==> src/rtl/cntchk_pkg.sv <==
// Shared types and widths for the count-bus checker.
package cntchk_pkg;

    localparam int unsigned CNT_W = 16;
    localparam int unsigned ERR_W = 8;

    typedef enum logic [1:0] {
        StIdle    = 2'd0,
        StAcquire = 2'd1,
        StLocking = 2'd2,
        StLocked  = 2'd3
    } state_t;

endpackage

==> src/rtl/cntchk_sync_filter.sv <==
// Synchronizes the raw count bus and sample enable, then tracks how long the synchronized
// word has been stable; stable_hit marks the single cycle a word becomes eligible.
module cntchk_sync_filter
    import cntchk_pkg::*;
#(
    parameter int unsigned SYNC_STAGES   = 2,
    parameter int unsigned STABLE_CYCLES = 4
) (
    input  logic             clk,
    input  logic             rst,
    input  logic [CNT_W-1:0] bus_in,
    input  logic             sample_en,
    output logic [CNT_W-1:0] candidate,
    output logic             stable_hit,
    output logic             en_sync
);

    localparam logic [3:0] STABLE_MAX = 4'(STABLE_CYCLES);
    localparam logic [3:0] STABLE_PRE = 4'(STABLE_CYCLES - 1);

    logic [CNT_W-1:0]       bus_sync [SYNC_STAGES];
    logic [SYNC_STAGES-1:0] en_pipe;
    logic [3:0]             stable_cnt;
    logic [CNT_W-1:0]       sync_word;

    assign sync_word = bus_sync[SYNC_STAGES-1];
    assign en_sync   = en_pipe[SYNC_STAGES-1];

    // Skewed intermediate values reload the candidate and restart the count.
    assign stable_hit = (sync_word == candidate) && (stable_cnt == STABLE_PRE);

    always_ff @(posedge clk) begin
        if (rst) begin
            for (int i = 0; i < SYNC_STAGES; i++) begin
                bus_sync[i] <= '0;
            end
            en_pipe    <= '0;
            candidate  <= '0;
            stable_cnt <= '0;
        end else begin
            bus_sync[0] <= bus_in;
            for (int i = 1; i < SYNC_STAGES; i++) begin
                bus_sync[i] <= bus_sync[i-1];
            end
            en_pipe <= {en_pipe[SYNC_STAGES-2:0], sample_en};
            if (sync_word != candidate) begin
                candidate  <= sync_word;
                stable_cnt <= '0;
            end else if (stable_cnt != STABLE_MAX) begin
                stable_cnt <= stable_cnt + 4'd1;
            end
        end
    end

endmodule

==> config.mk <==
export PLATFORM = sky130hd
export DESIGN_NAME = cntchk_sync_filter
export DESIGN_NICKNAME = d
export VERILOG_FILES = /design/src/rtl/cntchk_pkg.sv /design/src/rtl/cntchk_sync_filter.sv
export SDC_FILE = /design/constraint.sdc
export NUM_CORES = 1
export LEC_CHECK = 0
export ABC_AREA = 1
export BUFFER_PORTS_ARGS = -buffer_cell sky130_fd_sc_hd__clkbuf_2
export CORE_ASPECT_RATIO = 1.1
export CORE_MARGIN = 4
export CORE_UTILIZATION = 57
export CTS_CLUSTER_DIAMETER = 60
export DETAILED_ROUTE_END_ITERATION = 7
export GPL_TIMING_DRIVEN = 0
export MAX_ROUTING_LAYER = met4
export PLACE_DENSITY = 0.89
export SLEW_MARGIN = 20
export SYNTH_ARGS = -nofsm -noshare
export SYNTH_HDL_FRONTEND = slang
export SYNTH_SLANG_ARGS = --single-unit
==> constraint.sdc <==
create_clock -name clk -period 2.9 [get_ports clk]
set_input_delay 0.145 -clock clk [delete_from_list [all_inputs] [get_ports clk]]
set_output_delay 0.145 -clock clk [all_outputs]
set_load 0.05 [all_outputs]
==> report_table.html, run 1 <==
<table>
<tr><th>Metric</th><th>Value</th></tr>
<tr><th colspan="2">STA</th></tr>
<tr><td>Peak Freq</td><td>0.554 GHz</td></tr>
<tr><td>Worst rel slew slack</td><td>0.704</td></tr>
<tr><td>Final max-slew violation count</td><td>0</td></tr>
<tr><td>Period utilization</td><td>0.622</td></tr>
<tr><td># setup viols final</td><td>0</td></tr>
<tr><td>Slew at the pin with the worst max-slew slack</td><td>444 ps</td></tr>
<tr><td>Maximum clock skew at final layout</td><td>6.99 ps</td></tr>
<tr><td>Min Clock Period, post-route</td><td>1800 ps</td></tr>
<tr><td>Setup repair after global routing missed its margin</td><td>no</td></tr>
<tr><td>Fin. Hold Viols</td><td>0</td></tr>
<tr><td>Setup tns final</td><td>0 ps</td></tr>
<tr><th colspan="2">Status</th></tr>
<tr><td>Outcome</td><td>completed</td></tr>
<tr><th colspan="2">CTS</th></tr>
<tr><td>Clock Latency Late Sink</td><td>370 ps</td></tr>
<tr><td>Clock H-tree levels</td><td>2</td></tr>
<tr><td>CTS Hold Buffers Added</td><td>17</td></tr>
<tr><td>Clock Tree Buf Depth</td><td>2</td></tr>
<tr><td>CTS-repair resized insts</td><td>0</td></tr>
<tr><td>Buffers inserted by post-CTS timing repair</td><td>0</td></tr>
<tr><td>Clock transition at path regs</td><td>150 ps</td></tr>
<tr><td>Sinks on Clock Net</td><td>54</td></tr>
<tr><td>CTS tree</td><td>built</td></tr>
<tr><td>Cell at the root of the clock tree</td><td>sky130_fd_sc_hd__clkbuf_4</td></tr>
<tr><td>Number of CTS-inserted buffers</td><td>5</td></tr>
<tr><th colspan="2">Drt</th></tr>
<tr><td>Count of routing violations after the opening detailed-route iteration</td><td>39</td></tr>
<tr><td>Number of vias in the routed layout</td><td>1523</td></tr>
<tr><td>Remaining number of nets flagged by the antenna check after routing</td><td>0</td></tr>
<tr><td>Via-per-instance ratio</td><td>4.28</td></tr>
<tr><td>Wire per inst</td><td>8.78 um</td></tr>
<tr><td>DRC violations left</td><td>0</td></tr>
<tr><td>WL final</td><td>3130 um</td></tr>
<tr><td>First drt pass iteration count</td><td>4</td></tr>
<tr><th colspan="2">Global route</th></tr>
<tr><td>Met2 GRT Util</td><td>0.312</td></tr>
<tr><td>Met3 Track Usage GR</td><td>0.0535</td></tr>
<tr><td>Global-route wire length before repair</td><td>5490 um</td></tr>
<tr><td>Pin count of the biggest net entering global routing</td><td>18</td></tr>
<tr><td>Routing usage on met1</td><td>0.171</td></tr>
<tr><td>Overflow left after global routing</td><td>0</td></tr>
<tr><td>Vias in the first global route</td><td>1387</td></tr>
<tr><td>Antenna violations before repair</td><td>0</td></tr>
<tr><td>Highest-utilization routing layer at the global route stage</td><td>met2</td></tr>
<tr><td>Aggregate global-route resource usage</td><td>0.170</td></tr>
<tr><th colspan="2">Power and ir drop</th></tr>
<tr><td>Net switching share of the total power</td><td>0.239</td></tr>
<tr><td>Total power per unit cell area</td><td>555 mW/mm^2</td></tr>
<tr><td>Peak supply drop</td><td>427 uV</td></tr>
<tr><td>Part of the power in the clock network</td><td>0.310</td></tr>
<tr><td>Lkg Pwr</td><td>1.24 nW</td></tr>
<tr><td>Proportion of power drawn by combinational gates</td><td>0.098</td></tr>
<tr><td>Internal power</td><td>1.01 mW</td></tr>
<tr><td>P_sw</td><td>0.316 mW</td></tr>
<tr><td>Sequential group share of total power</td><td>0.592</td></tr>
<tr><td>Power Total</td><td>1.32 mW</td></tr>
<tr><th colspan="2">Place</th></tr>
<tr><td>Final RePlAce weighted congestion</td><td>0.803</td></tr>
<tr><td>Number of port buffers</td><td>35</td></tr>
<tr><td>Detailed placer's ending HPWL</td><td>2270 um</td></tr>
<tr><td>Total instance count after detailed placement</td><td>331</td></tr>
<tr><th colspan="2">Floorplanning</th></tr>
<tr><td>Number of rows created at floorplan</td><td>21</td></tr>
<tr><td>Core ar.</td><td>0.00313 mm^2</td></tr>
<tr><td>Die Y</td><td>68.8 um</td></tr>
<tr><td>Die ar.</td><td>0.00435 mm^2</td></tr>
<tr><td>Starting Density</td><td>0.612</td></tr>
<tr><td>X dimension of the die</td><td>63.3 um</td></tr>
<tr><td>Boundary pin count</td><td>37</td></tr>
<tr><th colspan="2">Synthesis</th></tr>
<tr><td>Most common cell in the netlist</td><td>sky130_fd_sc_hd__inv_1</td></tr>
<tr><td>Net Count, Synth</td><td>283</td></tr>
<tr><td>Main flop type after synthesis</td><td>sky130_fd_sc_hd__dfxtp_1</td></tr>
<tr><td>Synth top area cells</td><td>sky130_fd_sc_hd__dfxtp_1 (56%), sky130_fd_sc_hd__inv_1 (14%), sky130_fd_sc_hd__nor2_1 (13%)</td></tr>
<tr><td>Post-synthesis instance area</td><td>0.00191 mm^2</td></tr>
<tr><td>Fraction of post-synthesis cell area in the top cell type by area</td><td>0.565</td></tr>
<tr><td>Share of synthesized registers carrying an async set or reset</td><td>0</td></tr>
<tr><td>Number of enable-type register cells in the synthesized netlist</td><td>0</td></tr>
<tr><td>Syn Area/Cell</td><td>7.31 um^2</td></tr>
<tr><td>Sequential fraction of the synthesis area</td><td>0.565</td></tr>
<tr><td>Yosys Warn Count</td><td>0</td></tr>
<tr><td>Top cells by instance count after synthesis</td><td>sky130_fd_sc_hd__inv_1 (71), sky130_fd_sc_hd__nor2_1 (65), sky130_fd_sc_hd__dfxtp_1 (54)</td></tr>
<tr><td>Largest area contributor in the synthesized netlist</td><td>sky130_fd_sc_hd__dfxtp_1</td></tr>
<tr><td>Number of different library cells in the post-synthesis netlist</td><td>13</td></tr>
<tr><td>Synthesized netlist cell count</td><td>262</td></tr>
<tr><td>Synthesized flop and latch total</td><td>54</td></tr>
<tr><th colspan="2">Finish</th></tr>
<tr><td>Number of standard cells in the final layout excluding fillers</td><td>356</td></tr>
<tr><td>Post-layout utilization of the core</td><td>0.762</td></tr>
<tr><td>Number of antenna repair diodes</td><td>0</td></tr>
<tr><td>Proportion of layout cells with a drive suffix above 1</td><td>0.146</td></tr>
<tr><td>Number of nets in the layout</td><td>342</td></tr>
<tr><td>Area Growth Syn to Fin</td><td>24.5%</td></tr>
<tr><th colspan="2">Worst setup path</th></tr>
<tr><td>Data arrival time of the worst path</td><td>1660 ps</td></tr>
<tr><td>Kind of start point of the critical path</td><td>flip-flop</td></tr>
<tr><td>Worst r2r dst</td><td>stable_cnt[1]</td></tr>
<tr><td>R2r worst-path depth</td><td>7</td></tr>
<tr><td>Path type of the worst setup path</td><td>flip-flop to output pin</td></tr>
<tr><td>Setup slack on the worst flop-to-flop path</td><td>1720 ps</td></tr>
<tr><td>Kind of end point of the critical path</td><td>output pin</td></tr>
<tr><td>Max Fanout on Critical Path</td><td>3</td></tr>
<tr><td>Worst endpoint required time</td><td>2760 ps</td></tr>
<tr><td>Launch point of the worst reg-to-reg path</td><td>stable_cnt[0]</td></tr>
<tr><th colspan="2">Worst hold path</th></tr>
<tr><td>Worst hold path cell count</td><td>4</td></tr>
<tr><td>Sink of the worst hold path</td><td>stable_cnt[0]</td></tr>
<tr><td>Worst hold start</td><td>rst</td></tr>
<tr><td>Worst hold path type</td><td>input pin to flip-flop</td></tr>
<tr><th colspan="2">Job</th></tr>
<tr><td>Max_cap viols</td><td>0</td></tr>
</table>
[cells in the final DEF, fill, tap and decap left out, drive strengths merged]
| cell type | n |
|---|---|
| a31oi | 1 |
| buf | 1 |
| bufinv | 1 |
| clkbuf | 45 |
| clkinv | 1 |
| dfxtp | 54 |
| dlygate4sd3 | 17 |
| ha | 2 |
| inv | 72 |
| nand2 | 53 |
| nand3 | 3 |
| nor2 | 67 |
| o21ai | 2 |
| xor2 | 3 |
[registers in the layout (all words and copies together) (netlist names)]
name and cells:
bus_sync 32, candidate 16, en_pipe 2, stable_cnt 4
[area by class of cell]
type	instances	area, um^2
Timing Repair Buffer	52	345
Multi-Input combinational cell	131	543
Buffer	6	23.8
Tap cell	34	42.5
Sequential cell	54	1080
Clock buffer	5	37.5
Inverter	71	267
Clock inverter	3	43.8
Fill cell	226	743
[worst max-delay path, cell delays in order, from the launching register on]
cell and delay (ps):
sky130_fd_sc_hd__dfxtp_1 380, sky130_fd_sc_hd__inv_1 50, sky130_fd_sc_hd__nand2_1 50, sky130_fd_sc_hd__nand2_1 50, sky130_fd_sc_hd__nor2_1 130, sky130_fd_sc_hd__nand2_1 80
sky130_fd_sc_hd__nor2_2 130, sky130_fd_sc_hd__nand2_1 70, sky130_fd_sc_hd__nor2_1 80, sky130_fd_sc_hd__clkbuf_2 270
[per-stage QoR]
| step | hold slack, ps | area (um^2) | setup WS, ps |
|---|---|---|---|
| final | 250 | 2380 | 1100 |
| after global routing | 257 | 2380 | 890 |
| after CTS | 235 | 2380 | 1060 |
| after detailed placement | 340 | 2130 | 1500 |
| after global placement | 338 | 2130 | 1520 |
| after floorplan | 252 | 1910 | 962 |
[power by group through the flow]
stage	Combinational [mW]	Sequential, mW	Clock, mW
after floorplan	0.0600	0.820	0
after global placement	0.109	0.798	0
after detailed placement	0.112	0.800	0
after CTS	0.130	0.783	0.417
after global routing	0.148	0.787	0.450
final	0.129	0.783	0.410
[logic make-up after synthesis]
group | after synthesis | synth area share
buffers and inverters | 77 | 0.152
AO/OA/AOI/OAI | 3 | 0.00850
adder cells (fa/ha/maj) | 2 | 0.0131
AND/OR/NAND/NOR | 123 | 0.248
flip-flops | 54 | 0.565
XOR/XNOR | 3 | 0.0137
[worst max path at each step]
stage                  from         end  cells after the start
2_1_floorplan  candidate[2]  stable_hit                      8
3_3_place_gp   candidate[4]  stable_hit                      9
3_5_place_dp   candidate[4]  stable_hit                      9
4_1_cts        candidate[4]  stable_hit                      9
5_1_grt        candidate[4]  stable_hit                      9
6_report       candidate[4]  stable_hit                      9
[routing by layer]
metal,vias up,part of all wire
met5,-,0
met4,0,0.018
met3,6,0.050
met2,27,0.51
met1,648,0.42
li1,842,-
(Power assumes the default switching activity.)
==> inputs of run 2 (changes only) <==
Settings changed: ABC_AREA 1 to 0, CORE_UTILIZATION 57 to 47, PLACE_DENSITY 0.89 to 0.8.
Clock period 2.9 ns to 1.6 ns, I/O delays scaled along.
==> run 2 against run 1 <==
  * The flow now finishes with violations (setup timing)
  * Area after synthesis is 11% lower
  * Non-clock buffer count is 4 higher
  * Core utilization is 7.2 points lower
  * Sequential power is 79% higher
  * Clock-buffer cell count is 3 higher
  * Global-route usage is 0.20 points lower
  * Critical endpoint unchanged
  * Largest cell class unchanged
==> report_table.html, run 2 <==
<table>
<tr><th>Metric</th><th>Value</th></tr>
<tr><th colspan="2">Finish</th></tr>
<tr><td>Proportion of layout cells with a drive suffix above 1</td><td>0.330 (+0.184)</td></tr>
<tr><td>Post-layout utilization of the core</td><td>0.690 (-0.0724)</td></tr>
<tr><td>Area Growth Syn to Fin</td><td>38.3%</td></tr>
<tr><td>Top Registers</td><td>bus_sync x32, candidate x16, stable_cnt x4</td></tr>
<tr><td>Register containing the most flip-flops in the final layout</td><td>bus_sync</td></tr>
<tr><td>Most used cells in the layout excluding fill and tap cells</td><td>sky130_fd_sc_hd__nor2b_1 (50), sky130_fd_sc_hd__dfxtp_1 (37), sky130_fd_sc_hd__clkbuf_2 (35), sky130_fd_sc_hd__dlygate4sd3_1 (18), sky130_fd_sc_hd__xor2_1 (14)</td></tr>
<tr><td>Number of antenna repair diodes</td><td>0 (unchanged)</td></tr>
<tr><td>Number of standard cells in the final layout excluding fillers</td><td>260 (-27%)</td></tr>
<tr><td>Leading cell type in the layout, fill and taps excluded</td><td>sky130_fd_sc_hd__nor2b_1</td></tr>
<tr><td>Number of nets in the layout</td><td>232 (-32%)</td></tr>
<tr><td>Max FFs per register</td><td>32 (unchanged)</td></tr>
<tr><th colspan="2">STA</th></tr>
<tr><td>Worst setup slack after layout</td><td>-364 ps (-1460 ps)</td></tr>
<tr><td>Slew at the pin with the worst max-slew slack</td><td>647 ps (+203 ps)</td></tr>
<tr><td>Final max-slew violation count</td><td>0 (unchanged)</td></tr>
<tr><td>Setup repair after global routing missed its margin</td><td>yes</td></tr>
<tr><td># setup viols final</td><td>2 (+2)</td></tr>
<tr><td>Setup tns final</td><td>-373 ps (-373 ps)</td></tr>
<tr><td>Worst rel slew slack</td><td>0.569 (-0.136)</td></tr>
<tr><td>Peak Freq</td><td>0.509 GHz</td></tr>
<tr><td>Fin. Hold Viols</td><td>0 (unchanged)</td></tr>
<tr><td>Min Clock Period, post-route</td><td>1960 ps</td></tr>
<tr><td>Maximum clock skew at final layout</td><td>7.16 ps (+0.176 ps)</td></tr>
<tr><td>Period utilization</td><td>1.23</td></tr>
<tr><th colspan="2">Global route</th></tr>
<tr><td>Aggregate global-route resource usage</td><td>0.168 (-0.00199)</td></tr>
<tr><td>Pin count of the biggest net entering global routing</td><td>16 (-2)</td></tr>
<tr><td>Vias in the first global route</td><td>1166 (-16%)</td></tr>
<tr><td>Antenna violations before repair</td><td>0 (unchanged)</td></tr>
<tr><td>Overflow left after global routing</td><td>0 (unchanged)</td></tr>
<tr><td>Global-route wire length before repair</td><td>5630 um (+2.5%)</td></tr>
<tr><th colspan="2">Synthesis</th></tr>
<tr><td>Number of different library cells in the post-synthesis netlist</td><td>16 (+3)</td></tr>
<tr><td>Sequential fraction of the synthesis area</td><td>0.635 (+0.0701)</td></tr>
<tr><td>Fraction of post-synthesis cell area in the top cell type by area</td><td>0.635 (+0.0701)</td></tr>
<tr><td>Syn Area/Cell</td><td>11.6 um^2 (+59%)</td></tr>
<tr><td>Largest area contributor in the synthesized netlist</td><td>sky130_fd_sc_hd__dfxtp_1</td></tr>
<tr><td>Share of synthesized registers carrying an async set or reset</td><td>0 (unchanged)</td></tr>
<tr><td>Main flop type after synthesis</td><td>sky130_fd_sc_hd__dfxtp_1</td></tr>
<tr><td>Synthesized flop and latch total</td><td>54 (unchanged)</td></tr>
<tr><td>Most common cell in the netlist</td><td>sky130_fd_sc_hd__dfxtp_1</td></tr>
<tr><td>Synth top area cells</td><td>sky130_fd_sc_hd__dfxtp_1 (63%), sky130_fd_sc_hd__nor2b_1 (18%), sky130_fd_sc_hd__xor2_1 (8.2%)</td></tr>
<tr><td>Number of enable-type register cells in the synthesized netlist</td><td>0 (unchanged)</td></tr>
<tr><td>Synthesized netlist cell count</td><td>147 (-44%)</td></tr>
<tr><td>Net Count, Synth</td><td>168 (-41%)</td></tr>
<tr><td>Top cells by instance count after synthesis</td><td>sky130_fd_sc_hd__dfxtp_1 (54), sky130_fd_sc_hd__nor2b_1 (50), sky130_fd_sc_hd__xor2_1 (16)</td></tr>
<tr><td>Yosys Warn Count</td><td>0 (unchanged)</td></tr>
<tr><td>Post-synthesis instance area</td><td>0.00170 mm^2 (-11%)</td></tr>
<tr><th colspan="2">Drt</th></tr>
<tr><td>WL final</td><td>3220 um (+3.1%)</td></tr>
<tr><td>DRC violations left</td><td>0 (unchanged)</td></tr>
<tr><td>First drt pass iteration count</td><td>3 (-1)</td></tr>
<tr><td>Count of routing violations after the opening detailed-route iteration</td><td>21 (-46%)</td></tr>
<tr><td>Via-per-instance ratio</td><td>4.40 (+2.9%)</td></tr>
<tr><td>Number of vias in the routed layout</td><td>1145 (-25%)</td></tr>
<tr><td>Remaining number of nets flagged by the antenna check after routing</td><td>0 (unchanged)</td></tr>
<tr><td>Wire per inst</td><td>12.4 um (+41%)</td></tr>
<tr><th colspan="2">Power and ir drop</th></tr>
<tr><td>Net switching share of the total power</td><td>0.235 (-0.00325)</td></tr>
<tr><td>Lkg Pwr</td><td>1.03 nW (-16%)</td></tr>
<tr><td>Proportion of power drawn by combinational gates</td><td>0.108 (+0.010)</td></tr>
<tr><td>Internal power</td><td>1.67 mW (+66%)</td></tr>
<tr><td>Total power per unit cell area</td><td>929 mW/mm^2 (+67%)</td></tr>
<tr><td>Sequential group share of total power</td><td>0.642 (+0.050)</td></tr>
<tr><td>Peak supply drop</td><td>705 uV (+65%)</td></tr>
<tr><td>P_sw</td><td>0.515 mW (+63%)</td></tr>
<tr><td>Part of the power in the clock network</td><td>0.250 (-0.060)</td></tr>
<tr><th colspan="2">CTS</th></tr>
<tr><td>CTS tree</td><td>built</td></tr>
<tr><td>Clock Tree Buf Depth</td><td>2 (unchanged)</td></tr>
<tr><td>Clock Latency Late Sink</td><td>360 ps (about the same)</td></tr>
<tr><td>Sinks on Clock Net</td><td>54 (unchanged)</td></tr>
<tr><td>Clock transition at path regs</td><td>130 ps (-20 ps)</td></tr>
<tr><td>Clock H-tree levels</td><td>2 (unchanged)</td></tr>
<tr><td>Number of CTS-inserted buffers</td><td>5 (unchanged)</td></tr>
<tr><td>Cell at the root of the clock tree</td><td>sky130_fd_sc_hd__clkbuf_4</td></tr>
<tr><th colspan="2">Worst setup path</th></tr>
<tr><td>Path type of the worst setup path</td><td>flip-flop to output pin</td></tr>
<tr><td>Data arrival time of the worst path</td><td>1880 ps (+220 ps)</td></tr>
<tr><td>Kind of start point of the critical path</td><td>flip-flop</td></tr>
<tr><td>Kind of end point of the critical path</td><td>output pin</td></tr>
<tr><td>Max Fanout on Critical Path</td><td>2 (-1)</td></tr>
<tr><td>Worst endpoint required time</td><td>1520 ps (-1240 ps)</td></tr>
<tr><th colspan="2">Floorplanning</th></tr>
<tr><td>Number of rows created at floorplan</td><td>22 (+4.8%)</td></tr>
<tr><td>X dimension of the die</td><td>65.4 um (+3.4%)</td></tr>
<tr><td>Boundary pin count</td><td>37 (unchanged)</td></tr>
<tr><td>Die Y</td><td>71.1 um (+3.4%)</td></tr>
<tr><td>Die ar.</td><td>0.00465 mm^2 (+6.9%)</td></tr>
<tr><td>Core ar.</td><td>0.00341 mm^2 (+9.2%)</td></tr>
<tr><td>Starting Density</td><td>0.499 (-0.113)</td></tr>
<tr><th colspan="2">Status</th></tr>
<tr><td>Outcome</td><td>complete, but fails checks</td></tr>
<tr><td>Violations in the final reports</td><td>setup timing</td></tr>
<tr><th colspan="2">Place</th></tr>
<tr><td>Detailed placer's ending HPWL</td><td>2240 um (-1.6%)</td></tr>
<tr><td>Final RePlAce weighted congestion</td><td>0.749 (-6.8%)</td></tr>
<tr><td>Total instance count after detailed placement</td><td>231 (-30%)</td></tr>
<tr><td>Number of port buffers</td><td>36 (+2.9%)</td></tr>
<tr><th colspan="2">Worst hold path</th></tr>
<tr><td>Worst hold path type</td><td>flip-flop to flip-flop</td></tr>
<tr><th colspan="2">Job</th></tr>
<tr><td>Max_cap viols</td><td>0 (unchanged)</td></tr>
</table>
## run 2: per-layer routing
layer,track usage,vias to the layer above,part of all wire,wire length (um)
met3,0.0619,6,0.049,157
met5,-,-,0,0
met4,0.0553,0,0.017,55
met1,0.184,526,0.39,1250
met2,0.281,27,0.55,1770
li1,-,586,-,-
## run 2: worst paths after layout
path,start,end,slack [ps],cells after the start
hold / removal,bus_sync[0][11],bus_sync[0][27],450,1
setup / recovery,bus_sync[0][26],stable_hit,-360,5
setup reg to reg,bus_sync[0][26],stable_cnt[2],-10,6
hold reg to reg,bus_sync[0][11],bus_sync[0][27],450,1
## run 2: layout make-up
class	count	area, um^2
plain buffers	5	18.8
inverters	2	7.51
clock buffers	8	48.8
well taps	48	60.1
flip-flops and latches	54	1130
repair buffers	57	400
multi-input cells	86	684
fillers	284	1060
## run 2: metrics by stage
stage | hold WS (ps) | worst slack, ps | power, mW | cell area (um^2)
floorplan | 142 | -251 | 1.55 | 1760
global route | 453 | -524 | 2.31 | 2350
detailed placement | 297 | -342 | 1.61 | 2000
CTS | 441 | -460 | 2.20 | 2280
finish | 451 | -364 | 2.19 | 2350
global placement | 290 | -251 | 1.60 | 2000
## run 2: worst max-delay path, stage by stage, from the launching register on
cell and delay (ps):
sky130_fd_sc_hd__dfxtp_2 360, sky130_fd_sc_hd__xor2_2 180, sky130_fd_sc_hd__nor4_4 280, sky130_fd_sc_hd__nand4_1 210, sky130_fd_sc_hd__nor4b_4 300, sky130_fd_sc_hd__buf_8 180
## run 2: cells by family (layout without fill, tap and decap cells)
logic type / after synthesis / in the layout / share of synthesized area
xor+xnor: 18 / 18 / 0.0926
fa+ha+maj: 2 / 2 / 0.0147
simple gates: 63 / 63 / 0.232
compound gates: 3 / 3 / 0.0103
flops: 54 / 54 / 0.635
buf+inv: 7 / 72 / 0.0154
## run 2: power groups by stage
| stage | sequential [mW] | combinational [mW] | clock [mW] |
|---|---|---|---|
| 6_report | 1.40 | 0.236 | 0.546 |
| 5_1_grt | 1.41 | 0.261 | 0.633 |
| 4_1_cts | 1.40 | 0.220 | 0.576 |
| 3_5_place_dp | 1.43 | 0.174 | 0 |
| 3_3_place_gp | 1.43 | 0.168 | 0 |
| 2_1_floorplan | 1.47 | 0.0768 | 0 |
## run 2: timing repair
item | CTS | global route
endpoints found under the hold margin | 21 | 0
pin swaps | 4 | 4
hold buffers | 18 | 0
endpoints found under the setup margin | 2 | 5
resized for setup | 7 | 11
setup buffers | 2 | 2
gates cloned | 0 | 0
==> inputs of run 3 (changes only) <==
Settings changed: CORE_ASPECT_RATIO 1.1 to not set.
==> run 3 against run 2 <==
  * Clock-buffer cell count is 3 lower
  * The run still ends with setup timing left
  * Global-route usage up 0.56 points
  * Largest cell class unchanged
  * Total power is 15% higher
  * Register-to-register slack better by 120 ps
  * Non-clock buffer count down 2
  * Clock skew increased by 8.0 ps
  * Critical path depth is the same
==> report_table.html, run 3 (synthesis gave the netlist of run 2 again) <==
<table>
<tr><th>Metric</th><th>Value</th></tr>
<tr><th colspan="2">Status</th></tr>
<tr><td>Outcome</td><td>complete, but fails checks</td></tr>
<tr><td>Violations in the final reports</td><td>setup timing</td></tr>
<tr><th colspan="2">STA</th></tr>
<tr><td>Slew at the pin with the worst max-slew slack</td><td>566 ps (-81.1 ps)</td></tr>
<tr><td>Peak Freq</td><td>0.497 GHz (-2.4%)</td></tr>
<tr><td>Period utilization</td><td>1.26 (+0.0298)</td></tr>
<tr><td>Min Clock Period, post-route</td><td>2010 ps (+47.7 ps)</td></tr>
<tr><td>Fin. Hold Viols</td><td>0 (unchanged)</td></tr>
<tr><td>Worst rel slew slack</td><td>0.623 (+0.0540)</td></tr>
<tr><td>Maximum clock skew at final layout</td><td>15.2 ps (+8.05 ps)</td></tr>
<tr><td>Final Hold Slack</td><td>442 ps (-9.14 ps)</td></tr>
<tr><td># setup viols final</td><td>1 (-1)</td></tr>
<tr><td>Worst setup slack after layout</td><td>-412 ps (-47.7 ps)</td></tr>
<tr><td>Final max-slew violation count</td><td>0 (unchanged)</td></tr>
<tr><td>Setup repair after global routing missed its margin</td><td>yes</td></tr>
<tr><th colspan="2">Worst setup path</th></tr>
<tr><td>Kind of start point of the critical path</td><td>flip-flop</td></tr>
<tr><td>Path type of the worst setup path</td><td>flip-flop to output pin</td></tr>
<tr><td>Gate family responsible for the most delay along the worst path</td><td>simple AND/OR/NAND/NOR gates</td></tr>
<tr><td>Critical path, cell by cell</td><td>xor2_2 &gt; nor4_2 &gt; nand4_1 &gt; nor4b_4 &gt; clkbuf_8</td></tr>
<tr><td>Delay of the slowest cell on the worst path</td><td>360 ps (about the same)</td></tr>
<tr><td>Kind of end point of the critical path</td><td>output pin</td></tr>
<tr><td>Max Fanout on Critical Path</td><td>2 (unchanged)</td></tr>
<tr><td>R2r worst-path depth</td><td>5 (-1)</td></tr>
<tr><td>Launch point of the worst reg-to-reg path</td><td>bus_sync[0][26]</td></tr>
<tr><td>Setup slack on the worst flop-to-flop path</td><td>110 ps (+120 ps)</td></tr>
<tr><td>Critical Path Start</td><td>bus_sync[0][26]</td></tr>
<tr><td>Worst endpoint required time</td><td>1520 ps (about the same)</td></tr>
<tr><td>Worst r2r dst</td><td>stable_cnt[2]</td></tr>
<tr><td>Data arrival time of the worst path</td><td>1930 ps (+50 ps)</td></tr>
<tr><td>CP max-delay cell</td><td>sky130_fd_sc_hd__dfxtp_2</td></tr>
<tr><td>Number of buffer and inverter instances along the worst setup path</td><td>1 (unchanged)</td></tr>
<tr><th colspan="2">Place</th></tr>
<tr><td>Final RePlAce weighted congestion</td><td>0.743 (-0.80%)</td></tr>
<tr><td>Detailed placer's ending HPWL</td><td>2230 um (-0.11%)</td></tr>
<tr><td>Post-placement setup slack</td><td>-272 ps (+70.1 ps)</td></tr>
<tr><td>Number of port buffers</td><td>36 (unchanged)</td></tr>
<tr><th colspan="2">Finish</th></tr>
<tr><td>Number of fill cells</td><td>267 (-6.0%)</td></tr>
<tr><td>Area Growth Syn to Fin</td><td>38.4% (about the same)</td></tr>
<tr><td>Leading cell type in the layout, fill and taps excluded</td><td>sky130_fd_sc_hd__nor2b_1</td></tr>
<tr><td>Number of nets in the layout</td><td>230 (-0.86%)</td></tr>
<tr><td>Proportion of layout cells with a drive suffix above 1</td><td>0.343 (+0.0127)</td></tr>
<tr><td>Top Registers</td><td>bus_sync x32, candidate x16, stable_cnt x4</td></tr>
<tr><td>Max FFs per register</td><td>32 (unchanged)</td></tr>
<tr><td>Post-layout utilization of the core</td><td>0.690 (about the same)</td></tr>
<tr><td>Number of antenna repair diodes</td><td>0 (unchanged)</td></tr>
<tr><td>Most used cells in the layout excluding fill and tap cells</td><td>sky130_fd_sc_hd__nor2b_1 (50), sky130_fd_sc_hd__dfxtp_1 (35), sky130_fd_sc_hd__clkbuf_2 (35), sky130_fd_sc_hd__dlygate4sd3_1 (18), sky130_fd_sc_hd__xor2_1 (14)</td></tr>
<tr><td>Register containing the most flip-flops in the final layout</td><td>bus_sync</td></tr>
<tr><th colspan="2">Drt</th></tr>
<tr><td>Number of vias in the routed layout</td><td>1156 (+0.96%)</td></tr>
<tr><td>Remaining number of nets flagged by the antenna check after routing</td><td>0 (unchanged)</td></tr>
<tr><td>Count of routing violations after the opening detailed-route iteration</td><td>30 (+43%)</td></tr>
<tr><td>DRC violations left</td><td>0 (unchanged)</td></tr>
<tr><td>First drt pass iteration count</td><td>4 (+1)</td></tr>
<tr><td>Via-per-instance ratio</td><td>4.52 (+2.5%)</td></tr>
<tr><td>Wire per inst</td><td>13.0 um (+4.6%)</td></tr>
<tr><td>WL final</td><td>3320 um (+3.0%)</td></tr>
<tr><th colspan="2">CTS</th></tr>
<tr><td>Clock H-tree levels</td><td>2 (unchanged)</td></tr>
<tr><td>Cell at the root of the clock tree</td><td>sky130_fd_sc_hd__clkbuf_4</td></tr>
<tr><td>Number of CTS-inserted buffers</td><td>5 (unchanged)</td></tr>
<tr><td>CTS tree</td><td>built</td></tr>
<tr><td>Clock Latency Late Sink</td><td>380 ps (+20 ps)</td></tr>
<tr><td>Clock Tree Buf Depth</td><td>2 (unchanged)</td></tr>
<tr><td>Sinks on Clock Net</td><td>54 (unchanged)</td></tr>
<tr><td>Clock transition at path regs</td><td>140 ps (about the same)</td></tr>
<tr><th colspan="2">Floorplanning</th></tr>
<tr><td>Number of rows created at floorplan</td><td>21 (-4.5%)</td></tr>
<tr><td>Die ar.</td><td>0.00465 mm^2 (about the same)</td></tr>
<tr><td>Die Y</td><td>68.2 um (-4.1%)</td></tr>
<tr><td>X dimension of the die</td><td>68.2 um (+4.3%)</td></tr>
<tr><td>Starting Density</td><td>0.499 (about the same)</td></tr>
<tr><td>Boundary pin count</td><td>37 (unchanged)</td></tr>
<tr><td>Core ar.</td><td>0.00342 mm^2 (about the same)</td></tr>
<tr><th colspan="2">Worst hold path</th></tr>
<tr><td>Worst hold path cell count</td><td>3 (+2)</td></tr>
<tr><td>Sink of the worst hold path</td><td>bus_sync[0][14]</td></tr>
<tr><td>Worst hold path type</td><td>input pin to flip-flop</td></tr>
<tr><td>Worst hold start</td><td>bus_in[14]</td></tr>
<tr><th colspan="2">Power and ir drop</th></tr>
<tr><td>Total power per unit cell area</td><td>1070 mW/mm^2 (+15%)</td></tr>
<tr><td>Lkg Pwr</td><td>1.04 nW (+0.89%)</td></tr>
<tr><td>Peak supply drop</td><td>772 uV (+9.4%)</td></tr>
<tr><th colspan="2">Global route</th></tr>
<tr><td>Aggregate global-route resource usage</td><td>0.174 (+0.00562)</td></tr>
<tr><td>Vias in the first global route</td><td>1209 (+3.7%)</td></tr>
<tr><td>Global-route wire length before repair</td><td>5550 um (-1.5%)</td></tr>
<tr><td>Pin count of the biggest net entering global routing</td><td>18 (+2)</td></tr>
<tr><td>Overflow left after global routing</td><td>0 (unchanged)</td></tr>
<tr><td>Antenna violations before repair</td><td>0 (unchanged)</td></tr>
<tr><th colspan="2">Job</th></tr>
<tr><td>Max_cap viols</td><td>0 (unchanged)</td></tr>
</table>
run 3: worst reg2reg max path, delay by kind of cell, from the launching register on:
| kind | cells | cell delay (ps) |
|---|---|---|
| simple gates | 2 | 530 |
| compound gates | 1 | 130 |
| buf+inv | 1 | 230 |
| flops | 1 | 360 |
| xor+xnor | 1 | 180 |
run 3: repair_timing:
| action | CTS | global route |
|---|---|---|
| endpoints found under the hold margin | 21 | 0 |
| hold buffers | 18 | 0 |
| setup endpoints to repair | 1 | 5 |
| pin swaps | 6 | 2 |
| resized for setup | 8 | 5 |
| setup buffers | 2 | 0 |
run 3: area by class of cell:
class / instances / area (um^2) / area share
plain buffers: 5 / 18.8 / 0.00797
clock buffers: 5 / 37.5 / 0.0159
clock inverters: 3 / 68.8 / 0.0292
inverters: 2 / 7.51 / 0.00319
multi-input cells: 86 / 652 / 0.277
flip-flops and latches: 54 / 1140 / 0.483
well taps: 46 / 57.6 / 0.0244
repair buffers: 55 / 377 / 0.160
run 3: worst max-delay path by stage:
stage               cells after the start          to  slack (ps)
finish                                  5  stable_hit        -410
global route                            5  stable_hit        -480
CTS                                     5  stable_hit        -410
detailed placement                      5  stable_hit        -270
global placement                        5  stable_hit        -250
floorplan                               4  stable_hit        -250
run 3: power breakdown:
part | internal, mW | leakage (nW) | switching, mW
sequential | 1.38 | 0.456 | 0.0249
clock | 0.489 | 0.0554 | 0.408
combinational | 0.102 | 0.532 | 0.115
run 3: through the flow:
step	total power [mW]	area, um^2	setup TNS [ps]	std cells
5_1_grt	2.62	2360	-481	256
2_1_floorplan	1.55	1760	-251	147
6_report	2.52	2360	-412	256
3_5_place_dp	1.61	2000	-272	229
4_1_cts	2.54	2340	-414	257
3_3_place_gp	1.60	2000	-251	229
run 3: metal layers:
layer	track usage	share of wire	vias up
met4	0.0744	0.018	0
met2	0.292	0.54	27
met1	0.186	0.40	541
li1	-	-	583
met5	-	0	-
met3	0.0591	0.045	5
